[src/rtl/font_pkg.sv]
// rtl/font_pkg.sv - shared font geometry and glyph-fetch FSM states
package font_pkg;

  localparam int FONT_ROWS = 7;
  localparam int FONT_COLS = 5;
  localparam int GLYPH_W   = FONT_ROWS * FONT_COLS;

  typedef enum logic [1:0] {
    ST_IDLE  = 2'd0,
    ST_FETCH = 2'd1,
    ST_DRAIN = 2'd2,
    ST_DONE  = 2'd3
  } font_state_e;

endpackage

[src/rtl/rr_arb2.sv]
// rtl/rr_arb2.sv - two-way round-robin arbiter; requester 0 wins the first tie
module rr_arb2 (
  input  logic       clk,
  input  logic       rst,
  input  logic [1:0] i_req,
  input  logic       i_take,
  output logic [1:0] o_grant
);

  logic r_last;

  always_comb begin
    o_grant = i_req;
    if (i_req == 2'b11) begin
      o_grant = r_last ? 2'b01 : 2'b10;
    end
  end

  // The grant only counts toward fairness when the caller actually commits it.
  always_ff @(posedge clk or posedge rst) begin
    if (rst) begin
      r_last <= 1'b1;
    end else if (i_take && (o_grant != 2'b00)) begin
      r_last <= o_grant[1];
    end
  end

endmodule

[src/rtl/font_fetch_arb.sv]
// rtl/font_fetch_arb.sv - arbitrates two glyph requesters onto one font ROM and
// assembles the fetched rows into a full glyph bitmap
module font_fetch_arb #(
  parameter int FONT_ROWS = font_pkg::FONT_ROWS,
  parameter int FONT_COLS = font_pkg::FONT_COLS,
  parameter int ROM_LAT   = 1
) (
  input  logic                           clk,
  input  logic                           reset,
  input  logic [1:0]                     req,
  input  logic [7:0]                     ascii0,
  input  logic [7:0]                     ascii1,
  output logic [1:0]                     ack,
  output logic [FONT_ROWS*FONT_COLS-1:0] glyph,
  output logic                           glyph_valid,
  output logic                           glyph_owner,
  output logic                           busy,
  output logic [7:0]                     rom_ascii,
  output logic [2:0]                     rom_row,
  input  logic [FONT_COLS-1:0]           rom_data
);

  import font_pkg::*;

  localparam int         GW       = FONT_ROWS * FONT_COLS;
  localparam logic [2:0] LAST_ROW = 3'(FONT_ROWS - 1);

  font_state_e          r_state;
  logic                 r_busy;
  logic [1:0]           r_owner_oh;
  logic [7:0]           r_rom_ascii;
  logic [2:0]           r_rom_row;
  logic                 r_valid;
  logic [1:0]           r_ack;
  logic [GW-1:0]        r_glyph;
  logic [ROM_LAT-1:0]   r_cap_vld;
  logic [2:0]           r_cap_row [ROM_LAT];

  logic [1:0]           w_grant;
  logic                 w_take;
  logic                 w_cap_now;
  logic [2:0]           w_cap_row;

  // Gated by reset so busy reads low while reset is held, whatever req does.
  assign w_take    = (r_state == ST_IDLE) && (req != 2'b00) && !reset;
  assign w_cap_now = r_cap_vld[ROM_LAT-1];
  assign w_cap_row = r_cap_row[ROM_LAT-1];

  assign busy        = r_busy | w_take;
  assign ack         = r_ack;
  assign glyph       = r_glyph;
  assign glyph_valid = r_valid;
  assign glyph_owner = r_owner_oh[1];
  assign rom_ascii   = r_rom_ascii;
  assign rom_row     = r_rom_row;

  rr_arb2 u_arb (
    .clk     (clk),
    .rst     (reset),
    .i_req   (req),
    .i_take  (w_take),
    .o_grant (w_grant)
  );

  always_ff @(posedge clk or posedge reset) begin
    if (reset) begin
      r_state     <= ST_IDLE;
      r_busy      <= 1'b0;
      r_owner_oh  <= 2'b00;
      r_rom_ascii <= 8'h00;
      r_rom_row   <= 3'd0;
      r_valid     <= 1'b0;
      r_ack       <= 2'b00;
    end else begin
      r_valid <= 1'b0;
      r_ack   <= 2'b00;
      case (r_state)
        ST_IDLE: begin
          if (w_take) begin
            r_owner_oh  <= w_grant;
            r_rom_ascii <= w_grant[1] ? ascii1 : ascii0;
            r_rom_row   <= 3'd0;
            r_busy      <= 1'b1;
            r_state     <= ST_FETCH;
          end
        end
        ST_FETCH: begin
          if (r_rom_row == LAST_ROW) begin
            r_state <= ST_DRAIN;
          end else begin
            r_rom_row <= r_rom_row + 3'd1;
          end
        end
        ST_DRAIN: begin
          if (w_cap_now && (w_cap_row == LAST_ROW)) begin
            r_state <= ST_DONE;
            r_valid <= 1'b1;
            r_ack   <= r_owner_oh;
          end
        end
        ST_DONE: begin
          r_busy  <= 1'b0;
          r_state <= ST_IDLE;
        end
        default: r_state <= ST_IDLE;
      endcase
    end
  end

  // Row tags travel alongside the ROM latency so each returning word lands in its own row.
  always_ff @(posedge clk or posedge reset) begin
    if (reset) begin
      r_cap_vld <= '0;
      for (int i = 0; i < ROM_LAT; i++) begin
        r_cap_row[i] <= 3'd0;
      end
    end else begin
      r_cap_vld[0] <= (r_state == ST_FETCH);
      r_cap_row[0] <= r_rom_row;
      for (int i = 1; i < ROM_LAT; i++) begin
        r_cap_vld[i] <= r_cap_vld[i-1];
        r_cap_row[i] <= r_cap_row[i-1];
      end
    end
  end

  always_ff @(posedge clk or posedge reset) begin
    if (reset) begin
      r_glyph <= '0;
    end else if (w_cap_now) begin
      for (int r = 0; r < FONT_ROWS; r++) begin
        if (w_cap_row == 3'(r)) begin
          r_glyph[r*FONT_COLS +: FONT_COLS] <= rom_data;
        end
      end
    end
  end

endmodule
[config.mk]
export PLATFORM = sky130hd
export DESIGN_NAME = font_fetch_arb
export DESIGN_NICKNAME = d
export VERILOG_FILES = /design/src/rtl/font_pkg.sv /design/src/rtl/rr_arb2.sv /design/src/rtl/font_fetch_arb.sv
export SDC_FILE = /design/constraint.sdc
export NUM_CORES = 1
export LEC_CHECK = 0
export ABC_AREA = 1
export BUFFER_PORTS_ARGS = -buffer_cell sky130_fd_sc_hd__buf_2
export CELL_PAD_IN_SITES_DETAIL_PLACEMENT = 2
export CELL_PAD_IN_SITES_GLOBAL_PLACEMENT = 2
export CORE_AREA = 2 2 98 100
export DETAILED_ROUTE_END_ITERATION = 8
export DIE_AREA = 0 0 100 102
export GPL_TIMING_DRIVEN = 0
export PLACE_DENSITY = 0.82
export SETUP_SLACK_MARGIN = 0.2
export SYNTH_ARGS = -nofsm -noshare
export SYNTH_HDL_FRONTEND = slang
export SYNTH_SLANG_ARGS = --single-unit
[constraint.sdc]
create_clock -name clk -period 2.3 [get_ports clk]
set_input_delay 0.115 -clock clk [delete_from_list [all_inputs] [get_ports clk]]
set_output_delay 0.115 -clock clk [all_outputs]
set_load 0.01 [all_outputs]
# After elaboration in Yosys (flattened, before gate mapping)
# Cells that the tools add are included.
[op_classes]
n_reduce_logical = 22
n_eq_ne = 15
n_mux = 16
add_sub_neg = 1
n_bitwise = 1
[ops]
columns = ["operator", "count"]
rows = [
  ["AND reduction 2 bit", 9],
  ["2-to-1 mux 2 bit", 7],
  ["equality test 3 bit, second input constant", 4],
  ["2-to-1 mux 8 bit", 1],
  ["one-hot mux 2 bit (4 select lines)", 1],
  ["nonzero test 2 bit", 4],
  ["equality test 2 bit, second input constant", 3],
  ["equality test 3 x 2 -> 1 bit, second input constant", 2],
  ["2-to-1 mux 3 bit", 2],
  ["inequality test 2 bit, second input constant", 3],
  ["one-hot mux 3 bit (2 select lines)", 1],
  ["AND reduction 3 bit", 2],
  ["logical AND 1 bit", 4],
  ["adder 3 x 1 -> 3 bit, second input constant", 1],
  ["equality test 3 x 1 -> 1 bit, second input constant", 1],
  ["logical NOT 3 bit", 1],
  ["2-to-1 mux 1 bit", 3],
  ["equality test 2 x 1 -> 1 bit, second input constant", 1],
  ["logical NOT 2 bit", 1],
  ["inequality test 2 x 1 -> 1 bit, second input constant", 1],
  ["one-hot mux 1 bit (2 select lines)", 1],
  ["logical NOT 1 bit", 1],
  ["bitwise OR 1 bit", 1],
]
[totals]
word_cells = 72
input_bits = 25
reg_bits = 59
output_inout_bits = 51

# Logic depth before layout (Yosys ltp)
# Gate-level depths: netlist of the first run.
[depth]
depth_word = 5
ltp_mapped = 8
depth_no_buf = 8

# Modules after synthesis
# A second synthesis of the first run with hierarchy kept.
[unflattened]
hier_cells = 246
area_unflattened_um2 = 2406.1
[modules_own_cells]
columns = ["mod", "instances", "area_per_inst_um2", "cells_per_inst", "seq_area_each_um2"]
rows = [
  ["font_fetch_arb", 1, 2341.0, 237, 1451.4],
  ["rr_arb2", 1, 65.1, 9, 26.3],
]

# Worst setup path before layout of the first run
# OpenSTA, ideal clock, no wires.
[synth_timing]
path_type = "input to register"
start = "input port reset"
end = "register r_rom_ascii[0] (netlist: rom_ascii[0])"
path_buffers = 1
t_required_ns = 2.181
arrival_time_ns = 2.091
cell_stages = 7
setup_ns = 0.119
setup_slack_ns = 0.090
path_cell_list = "inv_1 -> nand2_1 -> nor2_4 -> inv_2 -> buf_6 -> nand2_1 -> o21ai_2"
[synth_between]
elab_chain_cells = 3
[synth_rtl]
columns = ["item", "line", "source"]
rows = [
  ["from (decl)", "font_fetch_arb.sv:9", "input logic reset,"],
  ["logical NOT 1 bit (no source line)", "--", ""],
  ["logical AND 1 bit", "font_fetch_arb.sv:45", "assign w_take = (r_state == ST_IDLE) && (req != 2'b00) && !reset;"],
  ["AND reduction 2 bit (no source line)", "--", ""],
  ["to (signal assigned)", "font_fetch_arb.sv:81", "r_rom_ascii <= w_grant[1] ? ascii1 : ascii0;"],
  ["to (decl)", "font_fetch_arb.sv:31", "logic [7:0] r_rom_ascii;"],
]
# Every way passes these cells.
# A chain may end at the register's enable or synchronous reset.

# Worst setup path after layout of the first run
[layout_timing]
start = "register r_state[1]"
end = "output port busy"
[layout_between]
elab_chain_cells = 4
[layout_rtl]
columns = ["item", "line", "source"]
rows = [
  ["from (decl)", "font_fetch_arb.sv:28", "font_state_e r_state;"],
  ["from (signal assigned)", "font_fetch_arb.sv:67", "r_state <= ST_IDLE;"],
  ["from (signal assigned)", "font_fetch_arb.sv:84", "r_state <= ST_FETCH;"],
  ["from (signal assigned)", "font_fetch_arb.sv:89", "r_state <= ST_DRAIN;"],
  ["logical NOT 2 bit", "font_fetch_arb.sv:45", ""],
  ["logical AND 1 bit (2 in a row)", "font_fetch_arb.sv:45", ""],
  ["bitwise OR 1 bit", "font_fetch_arb.sv:49", "assign busy = r_busy | w_take;"],
  ["to (decl)", "font_fetch_arb.sv:17", "output logic busy,"],
]
# Every way passes these cells.

==> run metrics, run 1 <==
status finished, final reports clean; Routed Antenna Nets 0; largest net degree at the start of global routing 31; crit path launch type register; sequential area share after synthesis 0.6078; crit path kind register to output pin; Final Wtd Congestion 0.7175; insertion delay to the later sink of the worst-skew pair 0.34 ns; vias in the first global route 2,208; layout cell share with drive strength beyond 1 0.3642; most frequent cells after synthesis nand2_1, dfrtp_1, o21ai_1, inv_1, o21ai_0; P_leak 1.635 nW; vias per cell 4.453; net switching power 1.616 mW; TritonRoute pass-1 iters 4; gr ovfl total 0; slowest CP cell dfrtp_1; Crit. End Element output pin; Sw Ratio 0.3696; Comb pwr share 0.352; Fmax achieved 546.7 MHz; final worst path period need 1.829 ns; busiest grt layer met2; first-pass GRT wire length 11.30 mm; synth unique cells 24; GRT met3 Usage 0.03625; Die Ht 102 um; Clock transition at path regs 0.08 ns; drt wl/cell 15.32 um; Synth Instances 241; Critical R2R Launch r_state[1]; Crit path max-delay family buffers and inverters; die area 0.01020 sq mm; DRT iter0 DRCs 76; GRT Total Usage 0.1453; Max-Cap Viols 0; #FFs+latches synth 59; nets 361; fillers 1,026; R2R setup slack 0.84 ns; Main synth FF type dfrtp_1; die width 100 um; setup bufs post-CTS 0; Post-synth EDFFs 0; Worst-Margin Slew 0.6742 ns; CTS Buf Count 9; CTS H-tree depth 3; slowest stage delay, CP 0.42 ns; hold depth 3; Mean Syn Cell Area 10.09 sq um; Ports 76; Slew HR 0.5496; Area growth, synth to finish 32.22%; PortBufs 75; cell taking the most area after synthesis dfrtp_1; top-count cell post-synth nand2_1; crit path DAT 1.71 ns; # DRC 0; max-slew violations 0; post-DP HPWL 4.628 mm; CTS root buf clkbuf_8; min-delay src ascii1[5]; Worst IR Drop VDD 0.3369 mV; RSZ-0062 raised after global routing no; Internal Power 2.756 mW; worst-path maximum fanout 10; Site Rows 35; synthesized area 0.002431 sq mm; hold endpoint rom_ascii[5]; FFs w/ async S/R, synth 1.000; Syn. warnings 0; Synth Net Count 272; routed wire length 6.833 mm; multi-input logic area 843.3 sq um; CORE AREA 0.009109 sq mm; Clock Path Buffers 2; DP Area 0.002949 sq mm; Final period util 0.7953; antenna cells 0; met1 GRT Util 0.1772; critical path data required time 2.18 ns; Buf+Inv Stages, Crit Path 4; Starting Density 0.2669; CTS Sinks 59; Finished Cell Area 0.003214 sq mm; worst hold slack 0.02351 ns; sequential power share 0.398; worst path cell trace inv_1 > ha_1 > nand2_1 > nor2_4 > inv_2 > buf_6 > nand2_1 > buf_2; Finish-stage setup viols 0; CTS tree built; CP most frequent cell nand2_1; Clk pwr share 0.250; GRT met2 Usage 0.2453; Hold Vio Cnt, Final 0; vias post-DR 1,986; Reg2Reg Depth 7; top-area cell type share of the netlist area 0.5970; Layout Skew 0.01558 ns; Hold/Removal Path Class input port to register; initial antenna violation count 0; PwrDens 1360 mW/mm^2; register area 0.001478 sq mm; reg2reg end rom_row[2]; top cells by area, synth dfrtp_1, nand2_1, o21ai_1
==> final cells by class <==
class                      count  share of cell area
multi-input combinational    157              0.2624
inverter                      22             0.02686
clock buffer                  12             0.04827
clock inverter                 4             0.02258
tap                          111             0.04321
timing repair inverter         1            0.002336
buffer                         3            0.008564
timing repair buffer          77              0.1261
sequential                    59              0.4597
==> worst max-delay path by stage <==
stage | startpoint | to | slack (ns) | cells after the start
after global routing | r_state[1] | busy | 0.30 | 8
final | r_state[1] | busy | 0.47 | 8
after detailed placement | reset | busy | -0.18 | 8
after floorplan | reset | r_owner_oh[0] | 0.59 | 6
after global placement | reset | busy | -0.17 | 8
after CTS | r_state[1] | busy | 0.44 | 8
==> repair_timing <==
item / CTS / global route
endpoints found under the hold margin: 28 / 0
gates resized for setup: 0 / 0
setup endpoints to repair: 1 / 0
hold buffers: 2 / 0
==> stage by stage <==
step	cells	power [mW]	setup TNS [ns]	setup WS, ns	utilization
after CTS	446	4.451	0	0.4369	0.3526
after floorplan	241	2.664	0	0.5902	-
after detailed placement	427	3.307	-0.8618	-0.1780	0.3238
after global placement	427	3.210	-0.6817	-0.1739	0.3238
after global routing	446	4.737	0	0.2999	0.3529
final	446	4.372	0	0.4708	0.3529
==> power groups by stage <==
stage	clock [mW]	combinational (mW)	sequential (mW)
finish	1.09	1.54	1.74
global route	1.15	1.78	1.81
CTS	1.12	1.59	1.75
detailed placement	0	1.55	1.75
global placement	0	1.48	1.73
floorplan	0	0.788	1.88
==> placed cells by master, fill, tap and decap left out, types with 2 or more instances in the layout <==
master	n
dfrtp_1	58
buf_6	2
nor2_1	10
o21ai_2	7
nand4_1	2
o21ai_0	14
inv_1	17
clkinvlp_4	3
buf_2	76
nor3_2	2
o21ai_1	36
clkbuf_8	11
ha_1	6
nor2_2	4
nand2_2	3
nand2_1	65
inv_2	4
bufinv_16	2
==> worst min-delay path, cell delays in order <==
cell	delay, ns
buf_2	0.08
nor2_1	0.03
o21ai_1	0.11
==> flip-flops by register name (all words and copies together) (netlist names) <==
name,cells
ack,2
glyph,35
glyph_valid,1
r_busy,1
r_cap_row,3
r_cap_vld,1
r_owner_oh,2
r_state,2
rom_ascii,8
rom_row,3
u_arb.r_last,1
==> kinds of logic (layout without fill, tap and decap cells) <==
kind of cell	after synthesis	count (layout)	synth area share
AO/OA/AOI/OAI	61	61	0.1544
XOR/XNOR	1	1	0.003603
adder cells (fa/ha/maj)	6	6	0.03088
buffers and inverters	25	119	0.04528
flip-flops	59	59	0.6078
AND/OR/NAND/NOR	89	89	0.1580
==> routing by layer <==
metal  share of wire  vias up
li1                -      959
met1            0.44      958
met2            0.49       60
met3           0.053        9
met4           0.017        0
met5               0        -
Power figures use the tool's default switching activity.
==> run 2, diff against run 1 <==
--- a/config.mk
+++ b/config.mk
@@ -9,11 +9,11 @@
 export BUFFER_PORTS_ARGS = -buffer_cell sky130_fd_sc_hd__buf_2
 export CELL_PAD_IN_SITES_DETAIL_PLACEMENT = 2
 export CELL_PAD_IN_SITES_GLOBAL_PLACEMENT = 2
-export CORE_AREA = 2 2 98 100
+export CORE_AREA = 2 2 94 96
 export DETAILED_ROUTE_END_ITERATION = 8
-export DIE_AREA = 0 0 100 102
+export DIE_AREA = 0 0 96 98
 export GPL_TIMING_DRIVEN = 0
-export PLACE_DENSITY = 0.82
+export PLACE_DENSITY = 0.85
 export SETUP_SLACK_MARGIN = 0.2
 export SYNTH_ARGS = -nofsm -noshare
 export SYNTH_HDL_FRONTEND = slang
==> constraint.sdc (replaced) <==
create_clock -name clk -period 1.8 [get_ports clk]
set_input_delay 0.09 -clock clk [delete_from_list [all_inputs] [get_ports clk]]
set_output_delay 0.09 -clock clk [all_outputs]
set_load 0.01 [all_outputs]
==> run 2 against run 1 <==
Net effect: routed wire length up 4.5%; sequential power is 26% higher; critical path depth is 1 higher; count of clock-buffer cells in the layout is 1 higher; total power up 25%; flip-flop and latch count unchanged; combinational power increased by 41%; die area decreased by 7.8%; largest cell class unchanged; global-route usage up 1.9 points; final area increased by 0.23%.
==> run metrics, run 2 (synthesis results as in run 1) <==
Area growth, synth to finish 32.53%; DRT iter0 DRCs 34; Final Wtd Congestion 0.7237; antenna cells 0; worst-path maximum fanout 4; initial antenna violation count 0; hold endpoint rom_ascii[4]; largest net degree at the start of global routing 31; Clock Path Buffers 2; commonest non-fill, non-tap cell in the layout buf_2; first-pass GRT wire length 11.80 mm; P_leak 1.652 nW; Critical R2R Launch r_state[1]; setup ws final 0.2117 ns; Site Rows 34; CP most frequent cell buf_2; Worst IR Drop VDD 0.4300 mV; Finish-stage setup viols 0; CTS Sinks 59; TritonRoute pass-1 iters 3; Layout Skew 0.007550 ns; Final period util 0.8824; post-DP HPWL 4.816 mm; vias per cell 4.632; hold depth 3; Starting Density 0.2872; Largest register FFs 35; # DRC 0; drt wl/cell 15.83 um; crit path kind input port to output pin; Reg2Reg Depth 8; Crit. End Element output pin; CTS root buf clkbuf_8; worst hold slack 0.009355 ns; PwrDens 1692 mW/mm^2; CTS Buf Count 9; die area 0.009408 sq mm; insertion delay to the later sink of the worst-skew pair 0.34 ns; CTS tree built; Cell Count, Final, Fillers Out 451; PortBufs 75; Ports 76; Buf+Inv Stages, Crit Path 6; min-delay src ascii1[4]; nets 369; slowest CP cell dlygate4sd3_1; Worst-Margin Slew 0.8157 ns; Crit path max-delay family buffers and inverters; vias post-DR 2,089; most frequent cells in the layout buf_2, nand2_1, dfrtp_1; RSZ-0062 raised after global routing yes; vias in the first global route 2,322; routed wire length 7.139 mm; Clk pwr share 0.199; slowest stage delay, CP 0.52 ns; Comb pwr share 0.398; Slew HR 0.4532; max-slew violations 0; status finished, final reports clean; die width 96 um; layout cell share with drive strength beyond 1 0.3848; net switching power 2.114 mW; Sw Ratio 0.3878; R2R setup slack 0.39 ns; Fmax achieved 629.6 MHz; GRT Total Usage 0.1641; Die Ht 98 um; Max-Cap Viols 0; DP Worst Slack -0.5441 ns; dpl cells 424; CORE AREA 0.008466 sq mm; final worst path period need 1.588 ns; Hold Vio Cnt, Final 0; Clock transition at path regs 0.07 ns; sequential power share 0.403; worst path cell trace dlygate4sd3_1 > buf_2 > clkinvlp_4 > nand2_2 > nor2_4 > inv_2 > buf_6 > nand2_1 > buf_2; CTS H-tree depth 3; reg2reg end rom_row[2]; Routed Antenna Nets 0; Internal Power 3.338 mW; critical path data required time 1.71 ns; crit path launch type input port; crit path DAT 1.50 ns; gr ovfl total 0; Hold/Removal Path Class input port to register
==> run 2: changes by cell type in the layout (fill, tap and decap cells not counted), moves of 2 or more <==
cell / delta
buf_4: +7
bufinv_16: -2
clkinv_2: +2
inv_1: -2
inv_2: +2
==> run 2: worst register-to-register path: stages, from the launching register on <==
cell	delay, ns
dfrtp_1	0.39
inv_2	0.09
buf_4	0.12
ha_1	0.18
nand2_1	0.13
o21ai_0	0.10
nand2_1	0.11
nand2_1	0.08
o21ai_1	0.08
==> run 2: routing by layer <==
layer | vias to the layer above | part of all wire | GRT usage
li1 | 980 | - | -
met1 | 1052 | 0.41 | 0.1946
met3 | 8 | 0.047 | 0.03858
met2 | 49 | 0.53 | 0.2847
met4 | 0 | 0.014 | 0.05934
met5 | - | 0 | 0
==> run 2: area by class of cell <==
| cell class | count | area (sq um) |
|---|---|---|
| fill | 957 | 5244 |
| sequential | 59 | 1478 |
| multi-input combinational | 157 | 858.3 |
| timing repair buffer | 84 | 450.4 |
| clock buffer | 13 | 158.9 |
| tap | 108 | 135.1 |
| inverter | 22 | 86.33 |
| buffer | 3 | 27.53 |
| clock inverter | 3 | 15.01 |
| timing repair inverter | 2 | 12.51 |
==> run 2: worst max-delay path by stage <==
stage,cells after the start,start,to,slack [ns]
finish,9,reset,busy,0.21
global route,8,r_state[1],busy,0.14
CTS,8,r_state[1],busy,0.23
detailed placement,8,reset,busy,-0.54
global placement,8,reset,busy,-0.49
floorplan,6,reset,r_owner_oh[0],0.17
==> run 2: metrics by stage <==
step           setup TNS [ns]  total power, mW    util  instance area, sq um
2_1_floorplan               0            3.410       -                  2437
3_3_place_gp           -5.155            4.099  0.3482                  2948
3_5_place_dp           -6.042            4.267  0.3482                  2948
4_1_cts                     0            5.501  0.3791                  3209
5_1_grt                     0            5.902  0.3806                  3222
6_report                    0            5.453  0.3806                  3222
==> run 2: timing repair <==
action | 4_1_cts | 5_1_grt
buffers inserted | 6 | 1
hold buffers | 2 | 0
endpoints found under the setup margin | 13 | 14
resized for setup | 4 | 1
cloned | 2 | 0
pin swaps | 2 | 0
endpoints found under the hold margin | 28 | 0
==> run 2: power groups by stage <==
stage | logic, mW | registers (mW) | clock network [mW]
after detailed placement | 2.03 | 2.24 | 0
final | 2.17 | 2.20 | 1.08
after global placement | 1.89 | 2.21 | 0
after CTS | 2.18 | 2.21 | 1.12
after floorplan | 1.01 | 2.40 | 0
after global routing | 2.45 | 2.28 | 1.17
